File: config.mk
export PLATFORM = sky130hd
export DESIGN_NAME = iob_mul_shiftadd
export DESIGN_NICKNAME = d
export VERILOG_FILES = /design/src/rtl/iob_mul_shiftadd.sv
export SDC_FILE = /design/constraint.sdc
export NUM_CORES = 1
export LEC_CHECK = 0
export CAP_MARGIN = 25
export CORE_MARGIN = 2
export CORE_UTILIZATION = 35
export CTS_CLUSTER_SIZE = 30
export DETAILED_ROUTE_END_ITERATION = 7
export PLACE_DENSITY = 0.63
export SKIP_CTS_REPAIR_TIMING = 1
export SYNTH_ARGS = -nofsm -noshare
export SYNTH_HDL_FRONTEND = slang
export SYNTH_SLANG_ARGS = --single-unit
File: constraint.sdc
create_clock -name clk -period 4.1 [get_ports clk]
set_input_delay 0.615 -clock clk [delete_from_list [all_inputs] [get_ports clk]]
set_output_delay 0.615 -clock clk [all_outputs]
set_load 0.005 [all_outputs]
File: src/rtl/iob_mul_shiftadd.sv
// Sequential shift-and-add multiplier: one partial-product step per enabled clock,
// signed or unsigned per operation, result {acc,mq} qualified by done.
module iob_mul_shiftadd #(
    parameter int DATA_W = 32
) (
    input  logic                  clk,
    input  logic                  rst_n,
    input  logic                  en,
    input  logic                  sign,
    output logic                  done,
    input  logic [DATA_W-1:0]     multiplicand,
    input  logic [DATA_W-1:0]     multiplier,
    output logic [2*DATA_W-1:0]   product
);

    localparam int PC_W = $clog2(DATA_W + 3) + 1;
    localparam logic [PC_W-1:0] PC_LOAD = {PC_W{1'b0}};
    localparam logic [PC_W-1:0] PC_LAST = PC_W'(DATA_W);
    localparam logic [PC_W-1:0] PC_SIGN = PC_W'(DATA_W + 1);
    localparam logic [PC_W-1:0] PC_ONE  = PC_W'(1);

    typedef enum logic [1:0] {
        PH_LOAD = 2'd0,
        PH_ITER = 2'd1,
        PH_SIGN = 2'd2,
        PH_HOLD = 2'd3
    } phase_e;

    logic [DATA_W-1:0]   acc_q, acc_d;
    logic [DATA_W-1:0]   mq_q, mq_d;
    logic [DATA_W-1:0]   mcand_q, mcand_d;
    logic                res_neg_q, res_neg_d;
    logic                done_q, done_d;
    logic [PC_W-1:0]     pc_q, pc_d;
    phase_e              phase_s;
    logic [DATA_W:0]     sum_s;
    logic [2*DATA_W-1:0] full_s;

    // Magnitude as an unsigned DATA_W-bit value, so the most negative input maps correctly.
    function automatic logic [DATA_W-1:0] abs_val(input logic [DATA_W-1:0] x);
        logic [DATA_W-1:0] r;
        if (x[DATA_W-1]) begin
            r = ~x + {{(DATA_W-1){1'b0}}, 1'b1};
        end else begin
            r = x;
        end
        return r;
    endfunction

    // Decode the step counter into a phase.
    always_comb begin
        phase_s = PH_HOLD;
        if (pc_q == PC_LOAD) begin
            phase_s = PH_LOAD;
        end else if (pc_q <= PC_LAST) begin
            phase_s = PH_ITER;
        end else if (pc_q == PC_SIGN) begin
            phase_s = PH_SIGN;
        end else begin
            phase_s = PH_HOLD;
        end
    end

    // Next-state datapath for each step.
    always_comb begin
        acc_d     = acc_q;
        mq_d      = mq_q;
        mcand_d   = mcand_q;
        res_neg_d = res_neg_q;
        done_d    = done_q;
        pc_d      = pc_q;
        sum_s     = {(DATA_W+1){1'b0}};
        full_s    = {acc_q, mq_q};
        case (phase_s)
            PH_LOAD: begin
                acc_d = {DATA_W{1'b0}};
                if (sign) begin
                    mcand_d   = abs_val(multiplicand);
                    mq_d      = abs_val(multiplier);
                    res_neg_d = multiplicand[DATA_W-1] ^ multiplier[DATA_W-1];
                end else begin
                    mcand_d   = multiplicand;
                    mq_d      = multiplier;
                    res_neg_d = 1'b0;
                end
                pc_d = pc_q + PC_ONE;
            end
            PH_ITER: begin
                // Carry out of the add becomes the new acc msb as the pair shifts right.
                sum_s = {1'b0, acc_q} + (mq_q[0] ? {1'b0, mcand_q} : {(DATA_W+1){1'b0}});
                {acc_d, mq_d} = {sum_s, mq_q[DATA_W-1:1]};
                pc_d = pc_q + PC_ONE;
            end
            PH_SIGN: begin
                if (res_neg_q) begin
                    full_s = ~{acc_q, mq_q} + {{(2*DATA_W-1){1'b0}}, 1'b1};
                end else begin
                    full_s = {acc_q, mq_q};
                end
                {acc_d, mq_d} = full_s;
                done_d = 1'b1;
                pc_d   = pc_q + PC_ONE;
            end
            PH_HOLD: begin
                pc_d = pc_q;
            end
            default: begin
                pc_d = pc_q;
            end
        endcase
    end

    // State registers; reset or a dropped enable abandons the operation.
    always_ff @(posedge clk) begin
        if (!rst_n || !en) begin
            acc_q     <= {DATA_W{1'b0}};
            mq_q      <= {DATA_W{1'b0}};
            mcand_q   <= {DATA_W{1'b0}};
            res_neg_q <= 1'b0;
            done_q    <= 1'b0;
            pc_q      <= {PC_W{1'b0}};
        end else begin
            acc_q     <= acc_d;
            mq_q      <= mq_d;
            mcand_q   <= mcand_d;
            res_neg_q <= res_neg_d;
            done_q    <= done_d;
            pc_q      <= pc_d;
        end
    end

    assign done    = done_q;
    assign product = {acc_q, mq_q};

endmodule

==> impl_results.md <==
- Outcome: completed
- Layout Cells excl Fill: between 1,500 and 2,000
- Unrepaired setup endpoints after global routing: no
- Worst Min Path Start: mcand_q[31]
- Leakage: approximately 4.0 nW
- WL/cell: 17.17 um
- CP endpoint kind: flop
- Setup TNS: 0 ns
- Synth Instances: 1,149
- Diode count: 0
- Reg2Reg Launch Point: mq_q[0]
- Worst Setup Start Kind: flop
- CP peak stage delay: 0.57 ns
- Final WS setup: 0.6044 ns
- DIE AREA: 0.02552 sq mm
- Reg clk slew, reported paths: 0.08 ns
- Layout cell share with drive strength beyond 1: 3.914%
- Clock net sink count: between 100 and 150
- Synth async-reset ratio: 0%
- Register bit count reported by yosys: about 110
- Worst slack at placement: 0.6081 ns
- Ordered cell list for the critical path: buf_4 > and2_1 > ha_1 > a21oi_1 > o21ai_0 > nor2_1 > a2111oi_0 > buf_4 > a41oi_1 > o21ai_0 > a31oi_1 > xor2_1 > o21ai_0
- Initial antenna violation count: 0
- Antenna Nets Post-Route: 0
- Post-Syn Area per Cell: roughly 7.4 sq um
- WL final: 27,070 um
- Clock Skew: 0.008338 ns
- Final hold slack: 0.4763 ns
- Crit path from: mq_q[0]
- Max-cap violations: 0
- Crit path kind: reg -> reg
- GPL Wtd Cong: 0.9427
- Synth Warn #: 0
- Final hold vios: 0
- Final Setup Violations: 0
- Slew at the pin with the worst max-slew slack: 0.9434 ns
- Buffers on Ports: approximately 130
- Hpwl dp: 20,090 um
- Fillcell total: 2,461
- Rows: 57
- Longest Clk Path Bufs: 2
- Data arrival, critical path: 3.72 ns
- Initial detailed-routing violation count: 713
- Max_slew headroom: 37.11%
- Core ar.: 0.02403 sq mm
- IO Pins: 133
- Root buf cell: clkbuf_16
- Commonest non-fill, non-tap cell in the layout: clkdlybuf4s50_1
- Via/cell ratio: approximately 5.7
- Synth Cell Area: 0.008492 sq mm
- Crit Path Max Fanout: 27
- Final period utilization: 85.26%
- Synth unique cells: 58
- Post-synth EDFFs: 0
- Vias in the first global route: 8,186
- DRC: 0
- Largest net degree at the start of global routing: 62
- Critical Path Most Common Cell: o21ai_0
- Worst skew pair latency: 0.37 ns
- P&R area growth vs syn: 22.87%
- Routed vias: 8,961
- Fin nets: between 1,000 and 1,500
- Register Area: approximately 0.0021 sq mm
- Tmin final: about 3.5 ns
- Global-route wire length before repair: 43,940 um
- F_max: 286.1 MHz
- Tot GR Track Use: a little over a fifth
- Slowest-stage cell, CP: a2111oi_0
- GR Overflow Total: 0
- Fin. max-slew vios: 0
- Placed Instances: about 1,600
- Die X: 159.8 um
- Power per cell area: around 250 mW/mm^2
- Synth Flop Type: dfxtp_1
- Hold Path Class: reg -> reg
- Crit path required time: 4.33 ns
- DRT Pass-1 Iters: 6
- Initial core utilization: around a third
- Area occupied by multi-input gates: 0.006050 sq mm
- Syn Nets: 1,260
- H-tree levels: 3
- Die Span Y: 159.8 um
- Total CTS buffers: 9
- Most frequent cells in the layout: 132 x clkdlybuf4s50_1, 126 x nor2_1, 105 x dfxtp_1, 96 x nand2_1, 94 x a21oi_1
- Post-synthesis sequential area ratio: 24.75%
- Max IR drop VDD: 0.0001674 V
- TritonCTS clock tree: yes
logic make-up (layout without fill, tap and decap cells):
kind of cell	Yosys count	count (layout)	synth area share, %
DFF	105	105	24.75
AOI/OAI and AO/OA	369	369	28.35
xor gates and xnor gates	109	109	11.24
and+or+nand+nor	424	424	24.34
muxes	7	7	0.8251
buffers and inverters	92	195	4.067
adders and majority gates	43	43	6.424
power by group:
group          total (mW)  switching (mW)  internal (mW)
logic               0.580           0.317          0.263
registers            1.12          0.0560           1.06
clock network       0.947           0.448          0.498
worst paths after layout:
| kind | to | slack, ns | cells past startpoint |
|---|---|---|---|
| max | acc_q[30] | 0.60 | 13 |
| min reg2reg | mcand_q[31] | 0.48 | 2 |
| max reg2reg | acc_q[30] | 0.60 | 13 |
| min | mcand_q[31] | 0.48 | 2 |
worst max-delay path: cells and delay by family, from the launching register on:
| family | cells | cell delay [ns] |
|---|---|---|
| AO/OA/AOI/OAI | 7 | 1.66 |
| XOR/XNOR | 1 | 0.17 |
| adder cells (fa/ha/maj) | 1 | 0.41 |
| buffers and inverters | 2 | 0.46 |
| flip-flops | 1 | 0.39 |
| AND/OR/NAND/NOR | 2 | 0.26 |
metal layers:
layer / vias to the layer above / wire length, um / global-route usage [%]
li1: 4451 / - / -
met1: 4150 / 12840 / 30.17
met2: 330 / 11920 / 32.96
met3: 30 / 1896 / 2.675
met4: 0 / 409 / 5.289
met5: - / 0 / 0
flip-flops by register name, indices dropped and copies added (netlist names):
register   cells
acc_q         32
done           1
mq_q          32
pc_q           7
res_neg_q      1
mcand_q       32
Yosys cell counts, drive strengths merged, types with 11 or more instances:
master,n,area share [%]
a21o,14,1.2
nor2,126,5.6
or4,11,1.2
xnor2,45,4.6
a211oi,37,3.3
o31ai,18,1.6
clkbuf,58,2.6
ha,42,6.2
a221oi,23,2.4
o21ai,87,5.1
dfxtp,105,25
xor2,64,6.6
nand3,20,1.2
inv,29,1.3
or3,25,1.8
nor4,17,1.3
and2,38,2.8
nand2,97,4.3
nor3,52,3.2
a21oi,94,5.5
through the flow:
| step | utilization, % | instance area (sq um) | total power [mW] |
|---|---|---|---|
| 2_1_floorplan | - | 8492 | 1.480 |
| 3_3_place_gp | 42.12 | 10120 | 1.711 |
| 3_5_place_dp | 42.12 | 10120 | 1.717 |
| 4_1_cts | 43.41 | 10430 | 2.653 |
| 5_1_grt | 43.41 | 10430 | 2.766 |
| 6_report | 43.41 | 10430 | 2.645 |
layout make-up:
cell class                 count  share of cell area, %
sequential                   105                  20.15
inverter                      29                  1.043
timing repair buffer         150                  13.96
clock buffer                  10                  2.290
clock inverter                 6                 0.6955
tap                          324                  3.885
multi-input combinational    952                  57.98
No activity file was read; power rests on OpenSTA's default activity.
